$ cat src/rtl/credit_engine_pkg.sv
// credit_engine_pkg: shared FSM state encoding and the credit-fit helper
// used by the credit-controlled transaction engine.
package credit_engine_pkg;

  typedef enum logic [2:0] {
    IDLE,
    RD_DESC,
    WAIT_DESC,
    CHECK,
    BURST,
    DRAIN,
    DONE
  } state_t;

  // True when the free credit pool can absorb a burst of 'len' words.
  function automatic logic credit_covers(input int unsigned credit, input int unsigned len);
    return credit >= len;
  endfunction

endpackage

$ cat src/rtl/credit_engine_fifo.sv
// credit_engine_fifo: synchronous first-word-fall-through FIFO with word
// count and registered one-cycle overflow/underflow pulses.
module credit_engine_fifo #(
  parameter int unsigned DATA_W     = 16,
  parameter int unsigned FIFO_DEPTH = 16
) (
  input  logic                             i_clk,
  input  logic                             i_rst_n,
  input  logic                             i_wr_en,
  input  logic [DATA_W-1:0]                i_wr_data,
  input  logic                             i_rd_en,
  output logic [DATA_W-1:0]                o_rd_data,
  output logic                             o_full,
  output logic                             o_empty,
  output logic                             o_overflow,
  output logic                             o_underflow,
  output logic [$clog2(FIFO_DEPTH+1)-1:0]  o_count
);

  localparam int unsigned AW = $clog2(FIFO_DEPTH);
  localparam int unsigned CW = $clog2(FIFO_DEPTH+1);

  logic [DATA_W-1:0] r_mem [FIFO_DEPTH];
  logic [AW-1:0]     r_wptr;
  logic [AW-1:0]     r_rptr;
  logic [CW-1:0]     r_count;
  logic              r_overflow;
  logic              r_underflow;
  logic              w_do_rd;
  logic              w_do_wr;

  assign o_full      = (r_count == CW'(FIFO_DEPTH));
  assign o_empty     = (r_count == '0);
  assign o_count     = r_count;
  assign o_rd_data   = r_mem[r_rptr];
  assign o_overflow  = r_overflow;
  assign o_underflow = r_underflow;

  // A full FIFO still accepts a write when a pop frees the head slot the same cycle.
  assign w_do_rd = i_rd_en & ~o_empty;
  assign w_do_wr = i_wr_en & (~o_full | w_do_rd);

  // Storage array: written on accepted pushes only, no reset needed.
  always_ff @(posedge i_clk) begin
    if (w_do_wr) r_mem[r_wptr] <= i_wr_data;
  end

  // Pointers, occupancy and error pulses.
  always_ff @(posedge i_clk or negedge i_rst_n) begin
    if (!i_rst_n) begin
      r_wptr      <= '0;
      r_rptr      <= '0;
      r_count     <= '0;
      r_overflow  <= 1'b0;
      r_underflow <= 1'b0;
    end else begin
      if (w_do_wr) r_wptr <= r_wptr + AW'(1);
      if (w_do_rd) r_rptr <= r_rptr + AW'(1);
      case ({w_do_wr, w_do_rd})
        2'b10:   r_count <= r_count + CW'(1);
        2'b01:   r_count <= r_count - CW'(1);
        default: r_count <= r_count;
      endcase
      r_overflow  <= i_wr_en & ~w_do_wr;
      r_underflow <= i_rd_en & o_empty;
    end
  end

endmodule

$ cat src/rtl/credit_engine.sv
// credit_engine: ap_start/ap_done driven transaction engine. Looks up a
// {base,len} descriptor, waits until free credit covers len, then bursts len
// data-memory reads into the output FIFO.
// Optional build macro CREDIT_ENGINE_STAT_EN adds saturating transaction and
// credit-stall counters (stat_txn_cnt, stat_stall_cnt).
module credit_engine
  import credit_engine_pkg::*;
#(
  parameter int unsigned DATA_W     = 16,
  parameter int unsigned ADDR_W     = 8,
  parameter int unsigned DPTR_W     = 8,
  parameter int unsigned LEN_W      = 4,
  parameter int unsigned FIFO_DEPTH = 16,
  localparam int unsigned CW        = $clog2(FIFO_DEPTH+1)
) (
  input  logic                    clk,
  input  logic                    reset_n,
  input  logic                    ap_start,
  output logic                    ap_ready,
  output logic                    ap_done,
  output logic                    ap_err,
  input  logic [ADDR_W-1:0]       addr,
  output logic                    desc_rd,
  output logic [ADDR_W-1:0]       desc_addr,
  input  logic [DPTR_W+LEN_W-1:0] desc_q,
  output logic                    data_rd,
  output logic [DPTR_W-1:0]       data_addr,
  input  logic [DATA_W-1:0]       data_q,
  input  logic                    fifo_rd_en,
  output logic [DATA_W-1:0]       fifo_dout,
  output logic                    fifo_full,
  output logic                    fifo_empty,
  output logic                    fifo_overflow,
  output logic                    fifo_underflow,
  output logic [CW-1:0]           fifo_data_count,
  output logic [CW-1:0]           credit_cnt
`ifdef CREDIT_ENGINE_STAT_EN
  ,
  output logic [15:0]             stat_txn_cnt,
  output logic [15:0]             stat_stall_cnt
`endif
);

  // Descriptor layout lives here because its field widths follow the parameters.
  typedef struct packed {
    logic [DPTR_W-1:0] base;
    logic [LEN_W-1:0]  len;
  } desc_t;

  state_t            r_state;
  state_t            w_state_nxt;
  logic [ADDR_W-1:0] r_addr;
  desc_t             r_desc;
  logic [LEN_W-1:0]  r_idx;
  logic [LEN_W-1:0]  r_wr_cnt;
  logic              r_err;
  logic              r_push;
  logic [CW-1:0]     r_credit;
  logic              w_len_zero;
  logic              w_len_big;
  logic              w_fits;
  logic              w_reserve;
  logic              w_pop;

  assign w_len_zero = (r_desc.len == '0);
  assign w_len_big  = (32'(r_desc.len) > FIFO_DEPTH);
  assign w_fits     = credit_covers(32'(r_credit), 32'(r_desc.len));
  assign w_pop      = fifo_rd_en & ~fifo_empty;

  assign desc_addr  = r_addr;
  assign data_addr  = r_desc.base + DPTR_W'(r_idx);
  assign credit_cnt = r_credit;
  assign ap_err     = (r_state == DONE) & r_err;

  // State register.
  always_ff @(posedge clk or negedge reset_n) begin
    if (!reset_n) r_state <= IDLE;
    else          r_state <= w_state_nxt;
  end

  // Next-state decode and per-state strobes.
  always_comb begin
    w_state_nxt = r_state;
    ap_ready    = 1'b0;
    ap_done     = 1'b0;
    desc_rd     = 1'b0;
    data_rd     = 1'b0;
    w_reserve   = 1'b0;
    case (r_state)
      IDLE: begin
        ap_ready = 1'b1;
        if (ap_start) w_state_nxt = RD_DESC;
      end
      RD_DESC: begin
        desc_rd     = 1'b1;
        w_state_nxt = WAIT_DESC;
      end
      WAIT_DESC: w_state_nxt = CHECK;
      CHECK: begin
        if (w_len_zero || w_len_big) begin
          w_state_nxt = DONE;
        end else if (w_fits) begin
          w_reserve   = 1'b1;
          w_state_nxt = BURST;
        end
      end
      BURST: begin
        data_rd = 1'b1;
        if (r_idx == r_desc.len - LEN_W'(1)) w_state_nxt = DRAIN;
      end
      // Leave only once the write counter has registered the final push.
      DRAIN: begin
        if (r_wr_cnt == r_desc.len) w_state_nxt = DONE;
      end
      DONE: begin
        ap_done     = 1'b1;
        w_state_nxt = IDLE;
      end
      default: w_state_nxt = IDLE;
    endcase
  end

  // Transaction datapath: address/descriptor capture, burst index, push pipeline.
  always_ff @(posedge clk or negedge reset_n) begin
    if (!reset_n) begin
      r_addr   <= '0;
      r_desc   <= '0;
      r_idx    <= '0;
      r_wr_cnt <= '0;
      r_err    <= 1'b0;
      r_push   <= 1'b0;
    end else begin
      if (r_state == IDLE && ap_start) r_addr <= addr;
      if (r_state == WAIT_DESC)        r_desc <= desc_t'(desc_q);
      if (r_state == CHECK) begin
        r_err    <= w_len_big;
        r_idx    <= '0;
        r_wr_cnt <= '0;
      end
      if (r_state == BURST) r_idx <= r_idx + LEN_W'(1);
      if (r_push)           r_wr_cnt <= r_wr_cnt + LEN_W'(1);
      r_push <= data_rd;
    end
  end

  // Free-credit pool: reservation on CHECK pass and pop return net together.
  always_ff @(posedge clk or negedge reset_n) begin
    if (!reset_n) r_credit <= CW'(FIFO_DEPTH);
    else r_credit <= r_credit - (w_reserve ? CW'(r_desc.len) : '0) + (w_pop ? CW'(1) : '0);
  end

  credit_engine_fifo #(
    .DATA_W     (DATA_W),
    .FIFO_DEPTH (FIFO_DEPTH)
  ) u_fifo (
    .i_clk       (clk),
    .i_rst_n     (reset_n),
    .i_wr_en     (r_push),
    .i_wr_data   (data_q),
    .i_rd_en     (fifo_rd_en),
    .o_rd_data   (fifo_dout),
    .o_full      (fifo_full),
    .o_empty     (fifo_empty),
    .o_overflow  (fifo_overflow),
    .o_underflow (fifo_underflow),
    .o_count     (fifo_data_count)
  );

`ifdef CREDIT_ENGINE_STAT_EN
  logic w_stall;
  assign w_stall = (r_state == CHECK) & ~w_len_zero & ~w_len_big & ~w_fits;

  // Saturating statistics counters.
  always_ff @(posedge clk or negedge reset_n) begin
    if (!reset_n) begin
      stat_txn_cnt   <= '0;
      stat_stall_cnt <= '0;
    end else begin
      if (ap_done && stat_txn_cnt != '1)   stat_txn_cnt   <= stat_txn_cnt + 16'd1;
      if (w_stall && stat_stall_cnt != '1) stat_stall_cnt <= stat_stall_cnt + 16'd1;
    end
  end
`else
  // Statistics counters are not built in this configuration.
`endif

endmodule
$ cat config.mk
export PLATFORM = sky130hd
export DESIGN_NAME = credit_engine
export DESIGN_NICKNAME = d
export VERILOG_FILES = /design/src/rtl/credit_engine_pkg.sv /design/src/rtl/credit_engine_fifo.sv /design/src/rtl/credit_engine.sv
export SDC_FILE = /design/constraint.sdc
export NUM_CORES = 1
export LEC_CHECK = 0
export BUFFER_PORTS_ARGS = -buffer_cell sky130_fd_sc_hd__clkbuf_2
export CAP_MARGIN = 20
export CELL_PAD_IN_SITES_DETAIL_PLACEMENT = 0
export CELL_PAD_IN_SITES_GLOBAL_PLACEMENT = 1
export CORE_ASPECT_RATIO = 1.1
export CORE_MARGIN = 2
export CORE_UTILIZATION = 40
export DETAILED_ROUTE_END_ITERATION = 10
export HOLD_SLACK_MARGIN = 0.02
export PLACE_DENSITY_LB_ADDON = 0.15
export SLEW_MARGIN = 30
export SYNTH_ARGS = -nofsm -noshare
export SYNTH_HDL_FRONTEND = slang
export SYNTH_SLANG_ARGS = --single-unit
$ cat constraint.sdc
create_clock -name clk -period 8.5 [get_ports clk]
set_clock_uncertainty 0.05 [all_clocks]
set_input_delay 1.7 -clock clk [delete_from_list [all_inputs] [get_ports clk]]
set_output_delay 1.7 -clock clk [all_outputs]
set_load 0.01 [all_outputs]
# After elaboration in Yosys (flattened, before gate mapping)
# Memories as Yosys holds them, arrays and structs flattened.
# Index checks and enable logic that the tools add are counted.
dict set report totals {
  regBits 52
  ram_bits 256
  n_memories 1
}
dict set report classes {
  add_sub_neg 10
  n_lt_le_gt_ge 1
  eq_ne 15
  n_mux 21
  bitwise 8
  reduce_logical 8
}
# name depth width read_ports rd_ports_with_merged_regs wr line_no
set mem_list {}
lappend mem_list {u_fifo.r_mem 16 16 1 0 1 credit_engine_fifo.sv:23} ;# logic [DATA_W-1:0] r_mem [FIFO_DEPTH];
# op count
set ops {}
lappend ops {{3-bit case mux with 6 select lines} 1}
lappend ops {{4-bit by 1-bit adder with 4-bit output, second input constant} 4}
lappend ops {{4-bit two-way mux} 4}
lappend ops {{3-bit two-way mux} 5}
lappend ops {{1-bit two-way mux} 10}
lappend ops {{5-bit case mux with 2 select lines} 1}
lappend ops {{3-bit == test, second input constant} 3}
lappend ops {{8-bit by 4-bit adder with 8-bit output} 1}
lappend ops {{4-bit == test} 2}
lappend ops {{3-bit by 2-bit == test with 1-bit output, second input constant} 2}
lappend ops {{2-bit != test, second input constant} 3}
lappend ops {{2-bit nonzero test} 3}
lappend ops {{5-bit by 1-bit adder with 5-bit output} 1}
lappend ops {{5-bit by 1-bit adder with 5-bit output, second input constant} 1}
lappend ops {{5-bit == test, second input constant} 1}
lappend ops {{5-bit by 4-bit greater-or-equal comparator with 1-bit output} 1}
lappend ops {{5-bit zero test} 1}
lappend ops {{5-bit by 1-bit subtractor with 5-bit output, second input constant} 1}
lappend ops {{5-bit by 4-bit subtractor with 5-bit output} 1}
lappend ops {{1-bit AND} 4}
lappend ops {{4-bit zero test} 1}
lappend ops {{4-bit AND reduction} 1}
lappend ops {{4-bit by 1-bit subtractor with 4-bit output, second input constant} 1}
lappend ops {{3-bit by 1-bit == test with 1-bit output, second input constant} 1}
lappend ops {{7 further kinds} 9}

# Logic depth before layout (Yosys ltp)
dict set report depth {
  ltp_word 7
  depth_mapped 14
  depth_no_buf 14
}

# By module
# From an unflattened synthesis, not the netlist that was laid out.
dict set report hier_totals {
  hier_cells 692
  hier_area_um2 12665.9
}
# mod instances cells_per_inst area_each_um2 seq_area_each_um2
set by_module_without_submodules {}
lappend by_module_without_submodules {credit_engine_fifo 1 497 10502.6 8062.7}
lappend by_module_without_submodules {credit_engine 1 195 2163.3 927.1}

# Least setup slack after synthesis
# OpenSTA, ideal clock, no wires.
dict set report synth_timing {
  path_type {input port to flip-flop}
  startpoint {input port fifo_rd_en}
  endpoint {memory u_fifo.r_mem[0][0] (enable)}
  setup_time_ps 409
  t_arrival_ps 3209
  path_slack_ps 4832
  cell_stages 4
  cell_sequence {o21a_1 -> buf_2 -> nand2_1 -> nor3_1}
}
dict set report synth_via {
  elab_chain_cells 5
}
# item line_no
set synth_lines {}
lappend synth_lines {{start, declared} credit_engine.sv:29} ;# input logic fifo_rd_en,
lappend synth_lines {{1-bit AND} credit_engine_fifo.sv:40} ;# assign w_do_rd = i_rd_en & ~o_empty;
lappend synth_lines {{1-bit OR} credit_engine_fifo.sv:41} ;# assign w_do_wr = i_wr_en & (~o_full | w_do_rd);
lappend synth_lines {{1-bit AND} credit_engine_fifo.sv:41}
lappend synth_lines {{1-bit two-way mux} credit_engine_fifo.sv:45} ;# if (w_do_wr) r_mem[r_wptr] <= i_wr_data;
lappend synth_lines {{1-bit two-way mux (not written as such)} credit_engine_fifo.sv:45}
lappend synth_lines {{end, declared} credit_engine_fifo.sv:23}
# Every way passes these cells.

# Final worst setup path
dict set report layout_timing {
  startpoint {register u_fifo.r_rptr[0]}
  endpoint {output port fifo_dout[13]}
}
dict set report layout_via {
  elab_chain_cells 1
}
# item line_no
set layout_lines {}
lappend layout_lines {{start, declared} credit_engine_fifo.sv:25} ;# logic [AW-1:0] r_rptr;
lappend layout_lines {{start signal, assigned} credit_engine_fifo.sv:58} ;# if (w_do_rd) r_rptr <= r_rptr + AW'(1);
lappend layout_lines {{memory read 16 x 16 bit} --}
lappend layout_lines {{end, declared} credit_engine.sv:30} ;# output logic [DATA_W-1:0] fifo_dout,
# Every way passes these cells.

==> out/qor.yml <==
routing:
  routed_wl_um: 26500
  via_count: 6275
  wl_per_cell_um: 21.8
  drc_errors: 0
  drtIter0Drc: 393
  vias_per_cell: 5.16
  firstDrtPassIters: 4
  postRouteAntennaNets: 0
clocking:
  clock_sinks: 308
  cts_setup_buffers: 0
  insertion_delay_ns: 0.57
  cts.clk_slew.worst_paths_ns: 0.06
  hold_buffers: 0
  cts_tree: "built"
  cts_root_buf: "clkbuf_16"
  h-tree-depth: 1
  cts.repair.resized: 0
  cts_buffer_depth: 3
  cts_buffers: 31
timing:
  rsz0062_at_grt: "false"
  final.period_utilization: 0.580
  relSlewSlack: 0.453
  final_hold_viol_count: 0
  fin_crit_ns: 4.93
  tightest_slew_ns: 0.820
  hold_ws_ns: 0.427
  setup_tns_ns: 0
  drv_slew: 0
  setup_viol: 0
  fmax_mhz: 203
yosys:
  synth_cell_types: 55
  yosys_warnings: 0
  syn_nets: 728
  syn_area_per_cell_um2: 19.3
  synthTopCellsByArea: "edfxtp_1 60%, mux4_2 14%, dfrtp_1 10%"
  synth_area_um2: 12700
  netlist.area_leader.share: 0.605
  ys.flop_type: "edfxtp_1"
  synth-async-reset-ratio: 0.169
  synth_seq_cells: 308
  synth.yosys.seq_area_share: 0.707
  synth_area_leader_cell: "edfxtp_1"
  synth-edff-count: 256
  syn_inst: 657
power:
  powerDensity_nw_per_um2: 330
  p_total_uw: 4860
  power_leakage_uw: 0.00520
  worst_ir_drop_vdd_mv: 0.188
setup_path:
  critical_path_class: "flop to primary output"
  worstPathRequired_ns: 6.75
  reg2reg_slack_ns: 5.40
  critPathBufInv: 2
  critPathMaxFanout: 44
  cp_cell_sequence: "buf_6 -> mux4_2 -> mux4_2 -> clkbuf_2"
  cp_top_family: "multiplexers"
  start_kind: "flop"
  crit_path_max_incr_delay_ns: 0.74
  crit_arrival_ns: 3.18
  path_common_cell: "mux4_2"
  end_kind: "primary output"
  crit_path_top_delay_cell: "dfrtp_4"
finish:
  drive_gt1_frac: 0.341
  nets: 842
  final_cell_mix: "256 x edfxtp_1, 89 x clkbuf_2, 80 x mux4_2"
  final_common_cell: "edfxtp_1"
  final_util: 0.471
  syn_to_final_growth_pct: 16.0
  diodes: 0
  final_area_um2: 14700
  fillCellCount: 2748
global_route:
  grt_start_max_net_pins: 53
  grt_pass1_vias: 6690
  antenna_found_initial: 0
  grt_overflow: 0
  grt_pass1_wl_um: 40300
  grt.total_usage: 0.163
outcome:
  status: "finished clean"
die:
  die_area_um2: 33200
  io_pins: 91
  row_count: 68
  core-area_um2: 31300
  fp.dieH_um: 191
  die_w_um: 174
  initial_core_util: 0.406
place:
  postPlaceCellArea_um2: 13700
  port_buffers: 89
  place_congestion: 0.769
  dp_hpwl_um: 15100
hold_path:
  min_path_type: "flop to flop"
job:
  max-cap-violations: 0
[registers in the layout, indices dropped and copies added (netlist names)]
name                count
r_wr_cnt                4
r_push                  1
desc_addr               8
u_fifo.o_overflow       1
u_fifo.o_underflow      1
u_fifo.r_mem          256
u_fifo.r_wptr           4
u_fifo.r_rptr           4
r_state                 3
credit_cnt              5
r_desc                 12
u_fifo.o_count          5
r_idx                   4
[per-layer routing]
| metal | global-route usage | part of all wire |
|---|---|---|
| met5 | 0 | 0 |
| met4 | 0.0491 | 0.023 |
| met3 | 0.0282 | 0.068 |
| met2 | 0.274 | 0.49 |
| met1 | 0.219 | 0.42 |
[final cells by class]
cell class | count | area (um2) | share of cell area
Clock buffer | 42 | 857 | 0.0581
Timing Repair Buffer | 110 | 607 | 0.0412
Sequential cell | 308 | 8990 | 0.610
Multi-Input combinational cell | 301 | 3510 | 0.238
Tap cell | 420 | 526 | 0.0357
Inverter | 19 | 76.3 | 0.00518
Clock inverter | 15 | 165 | 0.0112
[cells by family (layout without fill, tap and decap cells)]
family,count (synthesis),after routing,synth area share
DFF,308,308,0.707
muxes,101,101,0.161
buffers and inverters,48,186,0.0185
other,1,1,0.000295
and+or+nand+nor,95,95,0.0380
AOI/OAI and AO/OA,43,43,0.0223
xor gates and xnor gates,30,30,0.0207
adders and majority gates,31,31,0.0323
[power by group]
part	internal, uW	leakage [uW]	switching (uW)
Clock	797	0.000493	565
Sequential	1790	0.00294	215
Combinational	794	0.00177	699
[worst register-to-register path, delay by kind of cell, from the launching register on]
kind	cells	cell delay, ns
flip-flops	1	0.46
adder cells (fa/ha/maj)	4	1.15
AO/OA/AOI/OAI	4	0.80
AND/OR/NAND/NOR	3	0.39
XOR/XNOR	1	0.14
buffers and inverters	1	0.04
[final timing paths]
check / cells after the start / endpoint / from
max reg2reg: 13 / credit_cnt[4] / r_desc[0]
max in group asynchronous: 2 / u_fifo.r_rptr[0] / reset_n
min: 1 / u_fifo.r_rptr[3] / u_fifo.r_rptr[3]
min reg2reg: 1 / u_fifo.r_rptr[3] / u_fifo.r_rptr[3]
min in group asynchronous: 2 / r_desc[6] / reset_n
max: 4 / fifo_dout[13] / u_fifo.r_rptr[0]
[Yosys cell counts (3+ instances only)]
cell	n
a21o_1	4
nor3_1	7
nand4_1	3
o21ai_0	15
nor2_1	18
fa_1	3
nand2b_1	7
nand3_1	4
nor2b_1	5
nand2_1	34
buf_2	9
mux2i_1	4
o21a_1	3
edfxtp_1	256
and2_1	3
xor2_1	9
ha_1	28
inv_1	18
a21oi_1	7
xnor2_1	21
mux2_2	15
clkbuf_1	11
mux4_2	80
dfrtp_1	51
buf_6	4
[per-stage QoR]
| stage | cells | setup slack (ns) |
|---|---|---|
| finish | 1215 | 3.57 |
| floorplan | 657 | 4.83 |
| detailed placement | 1158 | 3.84 |
| global route | 1215 | 3.35 |
| CTS | 1215 | 3.23 |
| global placement | 1158 | 3.90 |
No activity file was read; power rests on OpenSTA's default activity.
